--- src/rtl/gemm_pkg.sv ---
// Shared GEMM definitions: controller state encoding and drain-length helper.
// Used by gemm_skew_feeder and by gemm_arr's controller so both agree on the
// state encoding and on how long the skew pipeline takes to flush.
package gemm_pkg;

  // Job controller states.
  typedef enum logic [1:0] {
    ST_IDLE   = 2'd0,
    ST_STREAM = 2'd1,
    ST_DRAIN  = 2'd2,
    ST_DONE   = 2'd3
  } gemm_state_e;

  // Number of zero-fill cycles needed to flush the skew registers
  // through a ROWS x COLS array.
  function automatic int unsigned drain_len(input int unsigned rows,
                                            input int unsigned cols);
    return rows + cols - 1;
  endfunction

endpackage

--- src/rtl/gemm_skew_lane.sv ---
// One skew lane: a DEPTH-stage shift register that advances only when
// enabled. A synchronous clear empties it at job start so no data from a
// previous job can leak into the array.
module gemm_skew_lane #(
  parameter int DEPTH      = 1,
  parameter int DATA_WIDTH = 16
) (
  input  logic                  i_clk,
  input  logic                  i_rst,
  input  logic                  i_clr,
  input  logic                  i_en,
  input  logic [DATA_WIDTH-1:0] i_din,
  output logic [DATA_WIDTH-1:0] o_dout
);

  logic [DATA_WIDTH-1:0] stage_q [DEPTH];

  // Shift one slot per enabled cycle; reset or job-start clear zeroes every slot.
  // NOTE: these stages are plain flops rather than a RAM, so every slot can be
  // cleared in a single cycle like any other state register.
  always_ff @(posedge i_clk) begin
    if (i_rst || i_clr) begin
      for (int i = 0; i < DEPTH; i++) stage_q[i] <= '0;
    end else if (i_en) begin
      stage_q[0] <= i_din;
      for (int i = 1; i < DEPTH; i++) stage_q[i] <= stage_q[i-1];
    end
  end

  assign o_dout = stage_q[DEPTH-1];

endmodule

--- src/rtl/gemm_skew_feeder.sv ---
// GEMM skew feeder: accepts one x column vector and one w row vector per
// k-beat and presents them to a systolic array with lane r (c) delayed by
// r+1 (c+1) advance cycles, then flushes the skew with zeros.
// Optional feature: define GEMM_FEEDER_ERR_EN to add the sticky o_err
// protocol-violation flag.
module gemm_skew_feeder
  import gemm_pkg::*;
#(
  parameter int ROWS       = 2,
  parameter int COLS       = 2,
  parameter int DATA_WIDTH = 16,
  parameter int LEN_WIDTH  = 16
) (
  input  logic                       i_clk,
  input  logic                       i_rst,
  input  logic                       i_start,
  input  logic [LEN_WIDTH-1:0]       i_len,
  input  logic                       i_valid,
  output logic                       o_ready,
  input  logic [ROWS*DATA_WIDTH-1:0] i_vec_x,
  input  logic [COLS*DATA_WIDTH-1:0] i_vec_w,
  output logic [ROWS*DATA_WIDTH-1:0] o_data_x,
  output logic [COLS*DATA_WIDTH-1:0] o_data_w,
  output logic                       o_valid,
  output logic                       o_acc_clr,
  output logic                       o_busy,
`ifdef GEMM_FEEDER_ERR_EN
  output logic                       o_err,
`endif
  output logic                       o_done
);

  localparam int unsigned DRAIN_LEN = drain_len(ROWS, COLS);
  localparam int          DCW       = $clog2(DRAIN_LEN + 1);

  gemm_state_e          state_q, state_d;
  logic [LEN_WIDTH-1:0] beat_cnt_q;
  logic [DCW-1:0]       drain_cnt_q;

  logic in_stream;
  logic in_drain;
  logic beat_acc;
  logic last_beat;
  logic drain_last;
  logic job_start;
  logic s_en;

  assign in_stream  = (state_q == ST_STREAM);
  assign in_drain   = (state_q == ST_DRAIN);
  assign beat_acc   = in_stream && i_valid;
  assign last_beat  = beat_acc && (beat_cnt_q == LEN_WIDTH'(1));
  assign drain_last = in_drain && (drain_cnt_q == DCW'(1));
  // Any start seen in IDLE clears the skew lanes, including zero-length jobs.
  assign job_start  = (state_q == ST_IDLE) && i_start;
  // Lanes advance on each accepted beat and on every flush cycle.
  assign s_en       = beat_acc || in_drain;

  // Next-state and state-decoded outputs.
  always_comb begin
    state_d = state_q;
    o_ready = 1'b0;
    o_busy  = 1'b0;
    o_done  = 1'b0;
    case (state_q)
      ST_IDLE: begin
        if (i_start) state_d = (i_len != '0) ? ST_STREAM : ST_DONE;
      end
      ST_STREAM: begin
        o_ready = 1'b1;
        o_busy  = 1'b1;
        if (last_beat) state_d = ST_DRAIN;
      end
      ST_DRAIN: begin
        o_busy = 1'b1;
        if (drain_last) state_d = ST_DONE;
      end
      ST_DONE: begin
        o_busy  = 1'b1;
        o_done  = 1'b1;
        state_d = ST_IDLE;
      end
      default: state_d = ST_IDLE;
    endcase
  end

  // State register, beat/drain counters and registered strobes.
  // NOTE: non-blocking assignments here so every flop samples the pre-edge
  // values of its peers, independent of statement order.
  always_ff @(posedge i_clk) begin
    if (i_rst) begin
      state_q     <= ST_IDLE;
      beat_cnt_q  <= '0;
      drain_cnt_q <= '0;
      o_valid     <= 1'b0;
      o_acc_clr   <= 1'b0;
    end else begin
      state_q   <= state_d;
      o_valid   <= s_en;
      o_acc_clr <= job_start && (i_len != '0);

      if (job_start) beat_cnt_q <= i_len;
      else if (beat_acc) beat_cnt_q <= beat_cnt_q - LEN_WIDTH'(1);

      if (last_beat) drain_cnt_q <= DCW'(DRAIN_LEN);
      else if (in_drain) drain_cnt_q <= drain_cnt_q - DCW'(1);
    end
  end

  // x lanes: lane r is r+1 stages deep; zeros are pushed during the flush.
  for (genvar r = 0; r < ROWS; r++) begin : g_x_lane
    logic [DATA_WIDTH-1:0] din;
    assign din = in_drain ? '0 : i_vec_x[(ROWS-r)*DATA_WIDTH-1 -: DATA_WIDTH];

    gemm_skew_lane #(
      .DEPTH      (r + 1),
      .DATA_WIDTH (DATA_WIDTH)
    ) u_lane (
      .i_clk  (i_clk),
      .i_rst  (i_rst),
      .i_clr  (job_start),
      .i_en   (s_en),
      .i_din  (din),
      .o_dout (o_data_x[(ROWS-r)*DATA_WIDTH-1 -: DATA_WIDTH])
    );
  end

  // w lanes: lane c is c+1 stages deep; zeros are pushed during the flush.
  for (genvar c = 0; c < COLS; c++) begin : g_w_lane
    logic [DATA_WIDTH-1:0] din;
    assign din = in_drain ? '0 : i_vec_w[(COLS-c)*DATA_WIDTH-1 -: DATA_WIDTH];

    gemm_skew_lane #(
      .DEPTH      (c + 1),
      .DATA_WIDTH (DATA_WIDTH)
    ) u_lane (
      .i_clk  (i_clk),
      .i_rst  (i_rst),
      .i_clr  (job_start),
      .i_en   (s_en),
      .i_din  (din),
      .o_dout (o_data_w[(COLS-c)*DATA_WIDTH-1 -: DATA_WIDTH])
    );
  end

`ifdef GEMM_FEEDER_ERR_EN
  // Sticky flag for beats offered outside STREAM or starts outside IDLE.
  always_ff @(posedge i_clk) begin
    if (i_rst) begin
      o_err <= 1'b0;
    end else if ((i_valid && !in_stream) || (i_start && (state_q != ST_IDLE))) begin
      o_err <= 1'b1;
    end
  end
`endif

endmodule

--- config.mk ---
export PLATFORM = sky130hd
export DESIGN_NAME = gemm_skew_feeder
export DESIGN_NICKNAME = d
export VERILOG_FILES = /design/src/rtl/gemm_pkg.sv /design/src/rtl/gemm_skew_lane.sv /design/src/rtl/gemm_skew_feeder.sv
export SDC_FILE = /design/constraint.sdc
export NUM_CORES = 1
export LEC_CHECK = 0
export BUFFER_PORTS_ARGS = -buffer_cell sky130_fd_sc_hd__buf_2
export CORE_ASPECT_RATIO = 0.75
export CORE_MARGIN = 2
export CORE_UTILIZATION = 55
export DETAILED_ROUTE_END_ITERATION = 6
export GPL_ROUTABILITY_DRIVEN = 0
export GPL_TIMING_DRIVEN = 0
export HOLD_SLACK_MARGIN = 0.06
export PLACE_DENSITY_LB_ADDON = 0.25
export RECOVER_POWER = 50
export SYNTH_ARGS = -nofsm -noshare
export SYNTH_HDL_FRONTEND = slang
export SYNTH_SLANG_ARGS = --single-unit
--- constraint.sdc ---
create_clock -name i_clk -period 10.1 [get_ports i_clk]
set_clock_uncertainty 0.2 [all_clocks]
set_input_delay 0 -clock i_clk [delete_from_list [all_inputs] [get_ports i_clk]]
set_output_delay 0 -clock i_clk [all_outputs]
set_load 0.01 [all_outputs]
# After elaboration in Yosys (flattened, before gate mapping)
# Memories as Yosys holds them, arrays and structs flattened.
# Cells that the tools add are included.
[word_totals]
out_inout_bits = 69
ramBits = 96
reg_bits = 22
mem_count = 4
inputBits = 84
[classes]
n_reduce_logical = 15
eq_ne = 8
mux = 29
n_addsub = 2
n_bitwise = 4
[memory_table]
columns = ["name", "depth", "word_bits", "read_ports", "rd_clocked_by_memory_dff", "write_ports", "line_no", "source"]
rows = [
  ["g_w_lane[1].u_lane.stage_q", 2, 16, 2, 0, 2, "gemm_skew_lane.sv:16", "logic [DATA_WIDTH-1:0] stage_q [DEPTH];"],
  ["g_x_lane[1].u_lane.stage_q", 2, 16, 2, 0, 2, "gemm_skew_lane.sv:16", ""],
  ["g_w_lane[0].u_lane.stage_q", 1, 16, 1, 0, 1, "gemm_skew_lane.sv:16", ""],
  ["g_x_lane[0].u_lane.stage_q", 1, 16, 1, 0, 1, "gemm_skew_lane.sv:16", ""],
]
[ops]
columns = ["operator", "n"]
rows = [
  ["$mux 16", 12],
  ["$reduce_or 16->1", 2],
  ["$eq 16x1->1 const B", 1],
  ["$reduce_bool 16->1", 1],
  ["$sub 16x1->16 const B", 1],
  ["$mux 2", 6],
  ["$mux 1", 10],
  ["$pmux 2 s4", 1],
  ["$logic_and 1x1->1", 5],
  ["$eq 2x1->1 const B", 2],
  ["$eq 2x2->1 const B", 2],
  ["$ne 2x1->1 const B", 2],
  ["$or 1x1->1", 4],
  ["$reduce_bool 2->1", 2],
  ["$reduce_and 3->1", 1],
  ["$reduce_or 3->1", 1],
  ["$logic_not 2->1", 1],
  ["$logic_or 1x1->1", 2],
  ["$ne 2x2->1 const B", 1],
  ["$sub 2x1->2 const B", 1],
]

# Depth between registers and ports, before layout
# Gate-level depths: netlist of the first run.
[logic_depth]
word_depth = 8
depth_mapped = 7
ltp_nobuf = 6

# Cells and area by module
# From an unflattened synthesis of the first run, not the netlist that was laid out.
[hier_totals]
cells_unflattened = 477
hier_area_um2 = 6277.3
[by_module_without_submodules]
columns = ["module", "area_each_um2", "instances", "cells_per_inst"]
rows = [
  ["gemm_skew_lane (g_w_lane[1].u_lane ...)", 1574.0, 2, 90],
  ["gemm_skew_feeder", 1725.4, 1, 225],
  ["gemm_skew_lane (g_w_lane[0].u_lane ...)", 701.9, 2, 36],
]

# Worst setup path before layout of the first run
# Ideal clock, no wire load.
[synth_timing]
path_kind = "reg2reg"
startpoint = "register state_q[1]"
endpoint = "memory g_w_lane[0].u_lane.stage_q[0][0] (enable)"
slack_ns = 6.330
arrival_ns = 2.667
stages_incl_launch_ff = 6
n_path_buf = 1
setup_ns = 0.903
cell_sequence = "dfxtp_1 > inv_1 > ha_1 > clkbuf_1 > a21oi_1 > nand2_1"
[synth_via]
elab_chain_len = 8
[synth_lines]
columns = ["element", "line_no", "source"]
rows = [
  ["start: declaration", "gemm_skew_feeder.sv:36", "gemm_state_e state_q, state_d;"],
  ["start signal: assignment", "gemm_skew_feeder.sv:97", "state_q <= state_d;"],
  ["$eq 2x1->1", "gemm_skew_feeder.sv:48", "assign in_stream = (state_q == ST_STREAM);"],
  ["$logic_and 1x1->1", "gemm_skew_feeder.sv:50", "assign beat_acc = in_stream && i_valid;"],
  ["$logic_or 1x1->1", "gemm_skew_feeder.sv:56", "assign s_en = beat_acc || in_drain;"],
  ["$mux 1", "gemm_skew_lane.sv:24", "end else if (i_en) begin"],
  ["$mux 1", "gemm_skew_lane.sv:22", "if (i_rst || i_clr) begin"],
  ["$mux 1 (not written as such)", "gemm_skew_lane.sv:25", "stage_q[0] <= i_din;"],
  ["$reduce_or 16->1 (no line)", "-", ""],
  ["$mux 1 (no line) *", "-", ""],
  ["end: declaration", "gemm_skew_lane.sv:16", ""],
]
# Mark *: on every way between the ends. The rest lies on a longest branch, timed or not.

==> results of run 1 <==
report_power, final:
part,internal (W),switching (W)
registers,0.000708,0.0000579
clock network,0.000356,0.000203
logic,0.000207,0.000287
total,0.00127,0.000548
stage by stage:
stage / total power [W] / hold slack (ns) / instances / area, µm² / util [%]
after floorplan: 0.001053 / -0.05930 / 389 / 5059 / -
after global placement: 0.001201 / 0.07348 / 651 / 5949 / 66.04
after detailed placement: 0.001215 / 0.07808 / 653 / 5998 / 66.58
after CTS: 0.001813 / 0.1810 / 779 / 7495 / 83.19
after global routing: 0.001902 / 0.2045 / 779 / 7361 / 81.71
final: 0.001819 / 0.2045 / 779 / 7361 / 81.71
worst min-delay path: stages:
cell           delay [ns]
dlygate4sd3_1        0.52
buf_2                0.09
and2_1               0.10
cell type report:
type / count / area [µm²]
clock inverter: 12 / 112.6
timing repair buffer: 247 / 1627
inverter: 7 / 26.28
clock buffer: 19 / 432.9
fill: 529 / 1648
buffer: 50 / 305.3
sequential: 118 / 3323
multi-input combinational: 214 / 1394
tap: 112 / 140.1
kinds of logic (layout without fill, tap and decap cells):
| logic type | Yosys count | after routing | share of synthesized area (%) |
|---|---|---|---|
| AOI/OAI and AO/OA | 31 | 31 | 4.477 |
| xor gates and xnor gates | 10 | 10 | 1.731 |
| adders and majority gates | 8 | 8 | 1.979 |
| buffers and inverters | 57 | 335 | 6.629 |
| DFF | 118 | 118 | 65.69 |
| muxes | 2 | 2 | 0.3958 |
| and+or+nand+nor | 163 | 163 | 19.09 |
routing by layer:
metal	up-vias	part of all wire [%]	track usage [%]	wire (µm)
li1	1885	-	-	-
met1	1911	38	31.85	5194
met2	205	50	47.12	6766
met3	49	7.7	9.464	1045
met4	0	3.9	16.10	525
met5	-	0	0	0
flip-flops by register name, indices dropped and copies added, names as in the netlist:
register	flops
beat_cnt_q	16
o_acc_clr	1
drain_cnt_q	2
state_q	2
g_x_lane.u_lane.stage_q	48
g_w_lane.u_lane.stage_q	48
o_valid	1
cells in the mapped netlist (all sizes together) (3+ instances only):
library cell | number | share of area [%]
a311oi | 8 | 1.4
xnor2 | 6 | 1.0
inv | 7 | 0.52
buf | 33 | 4.8
nand3 | 3 | 0.30
dfxtp | 22 | 8.7
xor2 | 4 | 0.69
ha | 8 | 2.0
nor2 | 23 | 1.7
edfxtp | 96 | 57
or4 | 5 | 0.82
and2 | 97 | 12
a211oi | 10 | 1.5
or3 | 5 | 0.74
o21ai | 3 | 0.30
nor4 | 11 | 1.4
nand2 | 7 | 0.52
a21oi | 5 | 0.49
nor3 | 4 | 0.40
clkbuf | 17 | 1.3
worst paths after layout:
check,start,to,slack [ns],depth (start not counted)
hold / removal,i_vec_w[8],g_w_lane[1].u_lane.stage_q[0][8],0.20,3
setup / recovery,state_q[1],g_x_lane[1].u_lane.stage_q[0][26],4.53,6
setup reg to reg,state_q[1],g_x_lane[1].u_lane.stage_q[0][26],4.53,6
hold reg to reg,g_x_lane[1].u_lane.stage_q[0][7],g_x_lane[1].u_lane.stage_q[0][23],0.31,1
==> summary.txt, run 1 <==
Route
  • DR vias: 4050
  • 1st-pass router iterations: 5
  • DRC: 0
  • Routed length per placed instance: 17.37 µm
  • Routed vias/inst: between 5 and 6
  • DRT iter0 DRCs: roughly 230
  • Routed WL: 13530 µm
  • ANT nets after route: 0

Floorplanning
  • # rows: 30
  • Die Area: between 0.009 and 0.01 mm²
  • Initial Util: a little under three fifths
  • Num ports: approximately 150
  • Core area: 0.009009 mm²
  • DIE WIDTH: approximately 110 µm
  • Die Y: approximately 87 µm

Timing
  • Maximum clock frequency: about 0.18 GHz
  • Setup TNS: 0 ns
  • Measured slew at the worst slew-check pin: 3.841 ns
  • Setup ws final: between 4 and 5 ns
  • Final hold violation count: 0
  • Crit path time final: 5.571 ns
  • Slew headroom: -156.1%
  • Final period utilization: 55.16%
  • # setup viols final: 0
  • RSZ-0062 raised after global routing: false
  • Final Max Slew Viols: 73

CTS
  • Clock slew at reported path FFs: around 0.060 ns
  • CTS tree: yes
  • Post-CTS setup buffers: 0
  • Clk buf depth: 2
  • Post-CTS sizing: 0
  • Clock sinks: ~120
  • Hold_buf cts: 95
  • CTS Root Cell: clkbuf_16
  • CTS Buf Count: 17
  • Worst-Skew Late Latency: approximately 0.4 ns
  • H-tree depth: 4

Setup path
  • Crit path max-delay family: buffers and inverters
  • CP Class: register to register
  • CP startpoint kind: register
  • Crit-path most repeated cell: clkbuf_1
  • WP buf/inv: 3
  • Worst stage delay on the critical path: between 2 and 3 ns
  • Setup crit end kind: register
  • CP Cell Sequence: inv_1 > ha_1 > clkbuf_1 > a21oi_1 > nand2_1 > clkbuf_1
  • CP max stage cell: clkbuf_1
  • Crit path max fanout: 72
  • Arr. time, crit path: approximately 5.3 ns
  • Worst EP required: ~9.8 ns

Placement
  • Post-Place Worst Slack: roughly 7.4 ns
  • Port Buffers: 150
  • Final HPWL DP: 6989 µm

Job
  • Maxcap violations: 1

Power and ir drop
  • Peak VDD IR: 0.1484 mV
  • P per Cell Area: between 200 and 250 mW/mm²
  • P_leak: between 3 and 4 nW

Worst hold path
  • Worst hold path class: input port to register

GRT
  • Number of global-route vias before repair: just over 4000
  • Total grt overflow: 0
  • First-pass GRT wire length: between 20000 and 25000 µm
  • GRT Overall Usage: ~28%
  • Pin count of the biggest net entering global routing: 73
  • Initial antenna violation count: 0

Synth
  • Number of synthesized flops with an enable pin: 96
  • Main synth FF type: edfxtp_1
  • Post-synthesis cell count: about 400
  • Seq/Total Area, Yosys: between 60% and 70%
  • Mean post-synth cell area: around 13 µm²
  • Synth unique cells: 35
  • Mapped Area: just over 0.005 mm²
  • Post-synthesis register bit count: 118
  • Post-synth ARST share: 0%
  • Syn. warnings: 0
  • Syn Nets: between 400 and 500

Layout
  • Layout area overhead: 45.51%
  • Commonest non-fill, non-tap cell in the layout: edfxtp_1
  • Diode count: 0
  • Fin nets: approximately 750
  • Fraction of layout cells with a size suffix above 1: a little over a fifth
  • Most frequent cells in the layout: 96 x edfxtp_1, 95 x dlygate4sd3_1, 94 x and2_1, 88 x clkbuf_1, 85 x buf_2

Run status
  • Status: complete, but fails checks
  • Violations in the final reports: capacitance limit, slew limit
Power figures use the tool's default switching activity.
==> inputs of run 2 (changes only) <==
--- a/config.mk
+++ b/config.mk
@@ -8,7 +8,7 @@
 export BUFFER_PORTS_ARGS = -buffer_cell sky130_fd_sc_hd__buf_2
 export CORE_ASPECT_RATIO = 0.75
 export CORE_MARGIN = 2
-export CORE_UTILIZATION = 55
+export CORE_UTILIZATION = 46
 export DETAILED_ROUTE_END_ITERATION = 6
 export GPL_ROUTABILITY_DRIVEN = 0
 export GPL_TIMING_DRIVEN = 0
==> constraint.sdc (replaced) <==
create_clock -name i_clk -period 5 [get_ports i_clk]
set_clock_uncertainty 0.2 [all_clocks]
set_input_delay 0 -clock i_clk [delete_from_list [all_inputs] [get_ports i_clk]]
set_output_delay 0 -clock i_clk [all_outputs]
set_load 0.01 [all_outputs]
==> run 2 against run 1 <==
  * The run still ends with capacitance limit, slew limit left
  * Die area rose by 19%
  * Sequential power up 98%
  * Critical endpoint is now g_x_lane[1].u_lane.stage_q[0][25]
  * Register-to-register slack worse by 3.0 ns
  * Wire length fell by 8.6%
==> summary.txt, run 2 (synthesis gave the netlist of run 1 again) <==
Run status
  • Status: complete, but fails checks (unchanged)
  • Violations in the final reports: capacitance limit, slew limit (unchanged)

CTS
  • Worst-Skew Late Latency: 0.41 ns (about the same)
  • CTS tree: yes (unchanged)
  • CTS Root Cell: clkbuf_16 (unchanged)
  • Clk buf depth: 2 (unchanged)
  • CTS Buf Count: 17 (unchanged)
  • Clock slew at reported path FFs: 0.06 ns (about the same)
  • H-tree depth: 4 (unchanged)
  • Clock sinks: 118 (unchanged)
  • Post-CTS sizing: 0 (unchanged)
  • Post-CTS setup buffers: 0 (unchanged)

GRT
  • Number of global-route vias before repair: 3893 (was 4062)
  • GRT Overall Usage: 20.84% (was 28.13%)
  • Pin count of the biggest net entering global routing: 56 (was 73)
  • First-pass GRT wire length: 18890 µm (was 20620 µm)
  • Initial antenna violation count: 0 (unchanged)
  • Total grt overflow: 0 (unchanged)

Placement
  • Post-Place Worst Slack: 2.361 ns (was 7.407 ns)
  • Final HPWL DP: 7154 µm (was 6989 µm)
  • Port Buffers: 150 (unchanged)
  • Dpl cells: 681 (was 653)

Timing
  • Final Max Slew Viols: 42 (was 73)
  • Final period utilization: 69.29% (was 55.16%)
  • Maximum clock frequency: 0.2886 GHz (was 0.1795 GHz)
  • Setup TNS: 0 ns (unchanged)
  • Setup ws final: 1.535 ns (was 4.529 ns)
  • # setup viols final: 0 (unchanged)
  • Final hold violation count: 0 (unchanged)
  • Crit path time final: 3.465 ns (was 5.571 ns)
  • RSZ-0062 raised after global routing: false (unchanged)
  • Measured slew at the worst slew-check pin: 1.860 ns (was 3.841 ns)
  • Slew headroom: -24.32% (was -156.1%)

Power and ir drop
  • P per Cell Area: 504.5 mW/mm² (was 247.1 mW/mm²)
  • P_leak: 3.077 nW (was 3.058 nW)
  • Peak VDD IR: 0.2828 mV (was 0.1484 mV)
  • Total power: 0.003751 W (was 0.001819 W)

Floorplanning
  • Die Y: 94.82 µm (was 87.06 µm)
  • # rows: 33 (was 30)
  • Die Area: 0.01186 mm² (was 0.009989 mm²)
  • Initial Util: 46.76% (was 56.15%)
  • DIE WIDTH: 125.1 µm (was 114.7 µm)
  • Num ports: 153 (unchanged)
  • Core area: 0.01082 mm² (was 0.009009 mm²)

Route
  • 1st-pass router iterations: 4 (was 5)
  • Routed WL: 12370 µm (was 13530 µm)
  • DRC: 0 (unchanged)
  • Routed length per placed instance: 15.40 µm (was 17.37 µm)
  • Routed vias/inst: 4.828 (was 5.199)
  • DRT iter0 DRCs: 249 (was 234)
  • DR vias: 3877 (was 4050)
  • ANT nets after route: 0 (unchanged)

Layout
  • Biggest regs: g_w_lane.u_lane.stage_q: 48 flops, g_x_lane.u_lane.stage_q: 48 flops, beat_cnt_q: 16 flops (unchanged)
  • Fin nets: 742 (was 747)
  • Util after Layout: 68.74% (was 81.71%)
  • Fin cells: 803 (was 779)
  • Fillers: 795 (was 529)
  • Diode count: 0 (unchanged)
  • Fraction of layout cells with a size suffix above 1: 23.53% (was 21.74%)
  • Register area: 0.003323 mm² (unchanged)
  • Most frequent cells in the layout: 96 x edfxtp_1, 90 x dlygate4sd3_1, 88 x and2_1, 87 x buf_2, 83 x clkbuf_1 (was 96 x edfxtp_1, 95 x dlygate4sd3_1, 94 x and2_1, 88 x clkbuf_1, 85 x buf_2)
  • Commonest non-fill, non-tap cell in the layout: edfxtp_1 (unchanged)
  • Layout area overhead: 46.99% (was 45.51%)
  • Multi-input gate area: 0.001394 mm² (unchanged)

Job
  • Maxcap violations: 1 (unchanged)

Setup path
  • CP startpoint kind: register (unchanged)
  • Crit path max fanout: 55 (was 72)
  • CP Class: register to register (unchanged)
  • Arr. time, crit path: 3.38 ns (was 5.29 ns)
  • Register-to-Register Path Depth: 6 (unchanged)
  • Worst stage delay on the critical path: 1.10 ns (was 2.75 ns)
  • Setup crit end kind: register (unchanged)
  • CP max stage cell: nand2_1 (was clkbuf_1)
  • CP Cell Sequence: inv_1 > ha_1 > clkbuf_1 > a21oi_1 > nand2_1 > buf_16 (was inv_1 > ha_1 > clkbuf_1 > a21oi_1 > nand2_1 > clkbuf_1)
  • Worst EP required: 4.92 ns (was 9.82 ns)

Worst hold path
  • Worst hold path class: input port to register (unchanged)
  • Hold depth: 3 (unchanged)
## run 2: changes by cell type in the layout (fill, tap and decap cells not counted), moves of 5 or more
cell | previous run | this run
and2_0 | 3 | 9
and2_1 | 94 | 88
clkbuf_1 | 88 | 83
clkinv_1 | 5 | 0
dlygate4sd3_1 | 95 | 90
## run 2: report_power, final
group          internal, W  total [W]  switching, W
clock network     0.000789    0.00124      0.000450
registers          0.00141    0.00152      0.000108
logic             0.000426   0.000993      0.000567
total              0.00263    0.00375       0.00113
## run 2: cell type report
class | count | share of cell area (%)
Buffer | 50 | 4.156
Clock buffer | 18 | 5.772
Multi-Input combinational cell | 214 | 18.74
Timing Repair Buffer | 242 | 21.55
Clock inverter | 14 | 2.373
Inverter | 7 | 0.3534
Tap cell | 140 | 2.356
Sequential cell | 118 | 44.69
## run 2: layer usage
layer  wire length [µm]  vias to the layer above  GRT usage [%]
met5                  0                        -              0
met4                136                        0          6.667
met3                815                       17          7.989
met2               6254                      131          35.82
met1               5162                     1853          24.48
li1                   -                     1876              -
## run 2: worst paths after layout
kind,from,endpoint,slack (ns)
max,state_q[1],g_x_lane[1].u_lane.stage_q[0][25],1.54
min,i_valid,o_valid,0.02
max reg2reg,state_q[1],g_x_lane[1].u_lane.stage_q[0][25],1.54
min reg2reg,g_w_lane[1].u_lane.stage_q[0][6],g_w_lane[1].u_lane.stage_q[0][22],0.32
## run 2: timing repair
item                                    4_1_cts  5_1_grt
endpoints found under the setup margin        0        0
hold buffers                                 90        0
endpoints found under the hold margin        83        0
## run 2: stage by stage
step	cell area (µm²)	hold WS, ns
global placement	5984	0.07567
detailed placement	6033	0.07941
finish	7436	0.01762
global route	7436	0.07007
floorplan	5059	-0.05930
CTS	7540	0.07471
## run 2: worst max-delay path: cells and delay by family (launching register included)
kind	cells	cell delay [ns]
simple gates	1	1.10
buf+inv	3	0.96
flops	1	0.39
compound gates	1	0.31
fa+ha+maj	1	0.20
==> inputs of run 3 (changes only) <==
--- a/config.mk
+++ b/config.mk
@@ -8,7 +8,7 @@
 export BUFFER_PORTS_ARGS = -buffer_cell sky130_fd_sc_hd__buf_2
 export CORE_ASPECT_RATIO = 0.75
 export CORE_MARGIN = 2
-export CORE_UTILIZATION = 46
+export CORE_UTILIZATION = 51
 export DETAILED_ROUTE_END_ITERATION = 6
 export GPL_ROUTABILITY_DRIVEN = 0
 export GPL_TIMING_DRIVEN = 0
==> constraint.sdc (replaced) <==
create_clock -name i_clk -period 3.45 [get_ports i_clk]
set_clock_uncertainty 0.2 [all_clocks]
set_input_delay 0 -clock i_clk [delete_from_list [all_inputs] [get_ports i_clk]]
set_output_delay 0 -clock i_clk [all_outputs]
set_load 0.01 [all_outputs]
==> run 3 against run 2 <==
  * The run now ends clean
  * Largest cell class unchanged
  * Largest power group unchanged
  * Cell count is 0.50% higher
  * Non-clock buffer count rose by 13
  * Clock-buffer cell count is 2 higher
==> summary.txt, run 3 (synthesis gave the netlist of run 1 again) <==
Timing
  • Setup TNS: 0 ns (unchanged)
  • RSZ-0062 raised after global routing: false (unchanged)
  • Setup ws final: 0.3481 ns (was 1.535 ns)
  • Crit path time final: 3.102 ns (was 3.465 ns)
  • Slew headroom: 42.39% (was -24.32%)
  • Maximum clock frequency: 0.3224 GHz (was 0.2886 GHz)
  • Final Max Slew Viols: 0 (was 42)
  • Measured slew at the worst slew-check pin: 0.8642 ns (was 1.860 ns)
  • Final period utilization: 89.91% (was 69.29%)
  • Fin Hold WS: 0.2053 ns (was 0.01762 ns)
  • Final hold violation count: 0 (unchanged)
  • # setup viols final: 0 (unchanged)

Setup path
  • Arr. time, crit path: 3.25 ns (was 3.38 ns)
  • CP startpoint kind: register (unchanged)
  • CP Cell Sequence: inv_1 > ha_1 > clkbuf_1 > nand4b_1 > or4_1 > a311oi_1 > dlygate4sd3_1 (was inv_1 > ha_1 > clkbuf_1 > a21oi_1 > nand2_1 > buf_16)
  • CP Class: register to register (unchanged)
  • Worst EP required: 3.60 ns (was 4.92 ns)
  • Worst stage delay on the critical path: 0.58 ns (was 1.10 ns)
  • Setup crit end kind: register (unchanged)
  • Crit path max fanout: 9 (was 55)
  • R2R Path Start: state_q[1] (unchanged)
  • Register-to-Register Path Depth: 7 (was 6)
  • R2R setup slack: 0.35 ns (was 1.54 ns)
  • Capture point of the worst reg-to-reg path: beat_cnt_q[10] (was g_x_lane[1].u_lane.stage_q[0][25])
  • CP max stage cell: or4_1 (was nand2_1)

Layout
  • Util after Layout: 77.32% (was 68.74%)
  • Biggest regs: g_w_lane.u_lane.stage_q: 48 flops, g_x_lane.u_lane.stage_q: 48 flops, beat_cnt_q: 16 flops (unchanged)
  • Diode count: 0 (unchanged)
  • Layout area overhead: 47.61% (was 46.99%)
  • Commonest non-fill, non-tap cell in the layout: dlygate4sd3_1 (was edfxtp_1)
  • Fin nets: 755 (was 742)
  • Most frequent cells in the layout: 103 x dlygate4sd3_1, 96 x edfxtp_1, 93 x and2_1, 90 x buf_2, 83 x clkbuf_1 (was 96 x edfxtp_1, 90 x dlygate4sd3_1, 88 x and2_1, 87 x buf_2, 83 x clkbuf_1)
  • Fraction of layout cells with a size suffix above 1: 22.67% (was 23.53%)

GRT
  • First-pass GRT wire length: 19620 µm (was 18890 µm)
  • Total grt overflow: 0 (unchanged)
  • Met2 GRT Util: 40.85% (was 35.82%)
  • Met3 usage: 7.386% (was 7.989%)
  • M1 GR Usage: 28.02% (was 24.48%)
  • Initial antenna violation count: 0 (unchanged)
  • GRT Overall Usage: 24.18% (was 20.84%)
  • Number of global-route vias before repair: 4146 (was 3893)
  • GR peak layer: met2 (unchanged)
  • Pin count of the biggest net entering global routing: 65 (was 56)

CTS
  • Clk buf depth: 2 (unchanged)
  • Hold_buf cts: 103 (was 90)
  • CTS Buf Count: 17 (unchanged)
  • CTS tree: yes (unchanged)
  • Clock slew at reported path FFs: 0.05 ns (was 0.06 ns)
  • CTS Root Cell: clkbuf_16 (unchanged)
  • Worst-Skew Late Latency: 0.40 ns (was 0.41 ns)
  • H-tree depth: 4 (unchanged)
  • Post-CTS setup buffers: 0 (unchanged)
  • Clock sinks: 118 (unchanged)
  • Post-CTS sizing: 0 (unchanged)

Floorplanning
  • Core area: 0.009658 mm² (was 0.01082 mm²)
  • DIE WIDTH: 119 µm (was 125.1 µm)
  • Num ports: 153 (unchanged)
  • Die Area: 0.01074 mm² (was 0.01186 mm²)
  • Die Y: 90.25 µm (was 94.82 µm)
  • # rows: 31 (was 33)
  • Initial Util: 52.38% (was 46.76%)

Power and ir drop
  • Peak VDD IR: 0.5183 mV (was 0.2828 mV)
  • P_leak: 3.113 nW (was 3.077 nW)
  • P per Cell Area: 700.0 mW/mm² (was 504.5 mW/mm²)

Placement
  • Port Buffers: 150 (unchanged)
  • Final HPWL DP: 6953 µm (was 7154 µm)
  • Post-Place Worst Slack: 0.6603 ns (was 2.361 ns)

Route
  • DRC: 0 (unchanged)
  • Routed vias/inst: 4.862 (was 4.828)
  • 1st-pass router iterations: 4 (unchanged)
  • DR vias: 3924 (was 3877)
  • DRT iter0 DRCs: 292 (was 249)
  • ANT nets after route: 0 (unchanged)
  • Routed WL: 12210 µm (was 12370 µm)
  • Routed length per placed instance: 15.13 µm (was 15.40 µm)

Run status
  • Status: complete, no violations (was complete, but fails checks)

Worst hold path
  • Hold depth: 3 (unchanged)
  • Worst hold path class: input port to register (unchanged)
  • HP Start: i_vec_w[21] (was i_valid)
  • Hold EP: g_w_lane[0].u_lane.stage_q[0][5] (was o_valid)

Job
  • Maxcap violations: 0 (was 1)
run 3: changes by cell type in the layout (fill, tap and decap cells not counted), moves of 2 or more:
cell / change
and2_0: -5
and2_1: +5
buf_2: +3
buf_4: -3
bufinv_16: -2
clkbuf_4: +3
clkinv_1: +4
clkinv_4: -3
dlygate4sd3_1: +13
inv_6: -3
run 3: layout make-up:
cell class,instances,area (µm²)
Clock buffer,20,436.7
Inverter,7,26.28
Timing Repair Buffer,255,1717
Tap cell,132,165.2
Multi-Input combinational cell,214,1408
Clock inverter,11,86.33
Sequential cell,118,3323
Fill cell,610,2191
Buffer,50,305.3
run 3: report_power, final:
part | internal (W) | switching (W)
Clock | 0.000971 | 0.000598
Combinational | 0.000642 | 0.000818
Sequential | 0.00204 | 0.000155
Total | 0.00366 | 0.00157
run 3: layer usage:
| metal | up-vias | part of all wire, % |
|---|---|---|
| met5 | - | 0 |
| met4 | 0 | 2.4 |
| met3 | 31 | 6.8 |
| met2 | 159 | 51 |
| met1 | 1841 | 40 |
| li1 | 1893 | - |
run 3: stage by stage:
stage | area, µm² | instances | power (W)
floorplan | 5061 | 389 | 0.003066
global placement | 5977 | 671 | 0.003494
detailed placement | 6023 | 673 | 0.003553
CTS | 7577 | 807 | 0.005290
global route | 7467 | 807 | 0.005484
finish | 7467 | 807 | 0.005227
run 3: worst max-delay path: cells and delay by family (launching register included):
| family | cells | cell delay [ns] |
|---|---|---|
| buf+inv | 3 | 1.05 |
| simple gates | 2 | 1.02 |
| flops | 1 | 0.34 |
| compound gates | 1 | 0.26 |
| fa+ha+maj | 1 | 0.17 |
run 3: worst max path at each step:
stage | end | start
2_1_floorplan | g_w_lane[0].u_lane.stage_q[0][0] | state_q[1]
3_3_place_gp | g_x_lane[1].u_lane.stage_q[0][6] | state_q[1]
3_5_place_dp | g_w_lane[1].u_lane.stage_q[0][13] | state_q[1]
4_1_cts | beat_cnt_q[13] | state_q[1]
5_1_grt | beat_cnt_q[13] | state_q[1]
6_report | beat_cnt_q[10] | state_q[1]
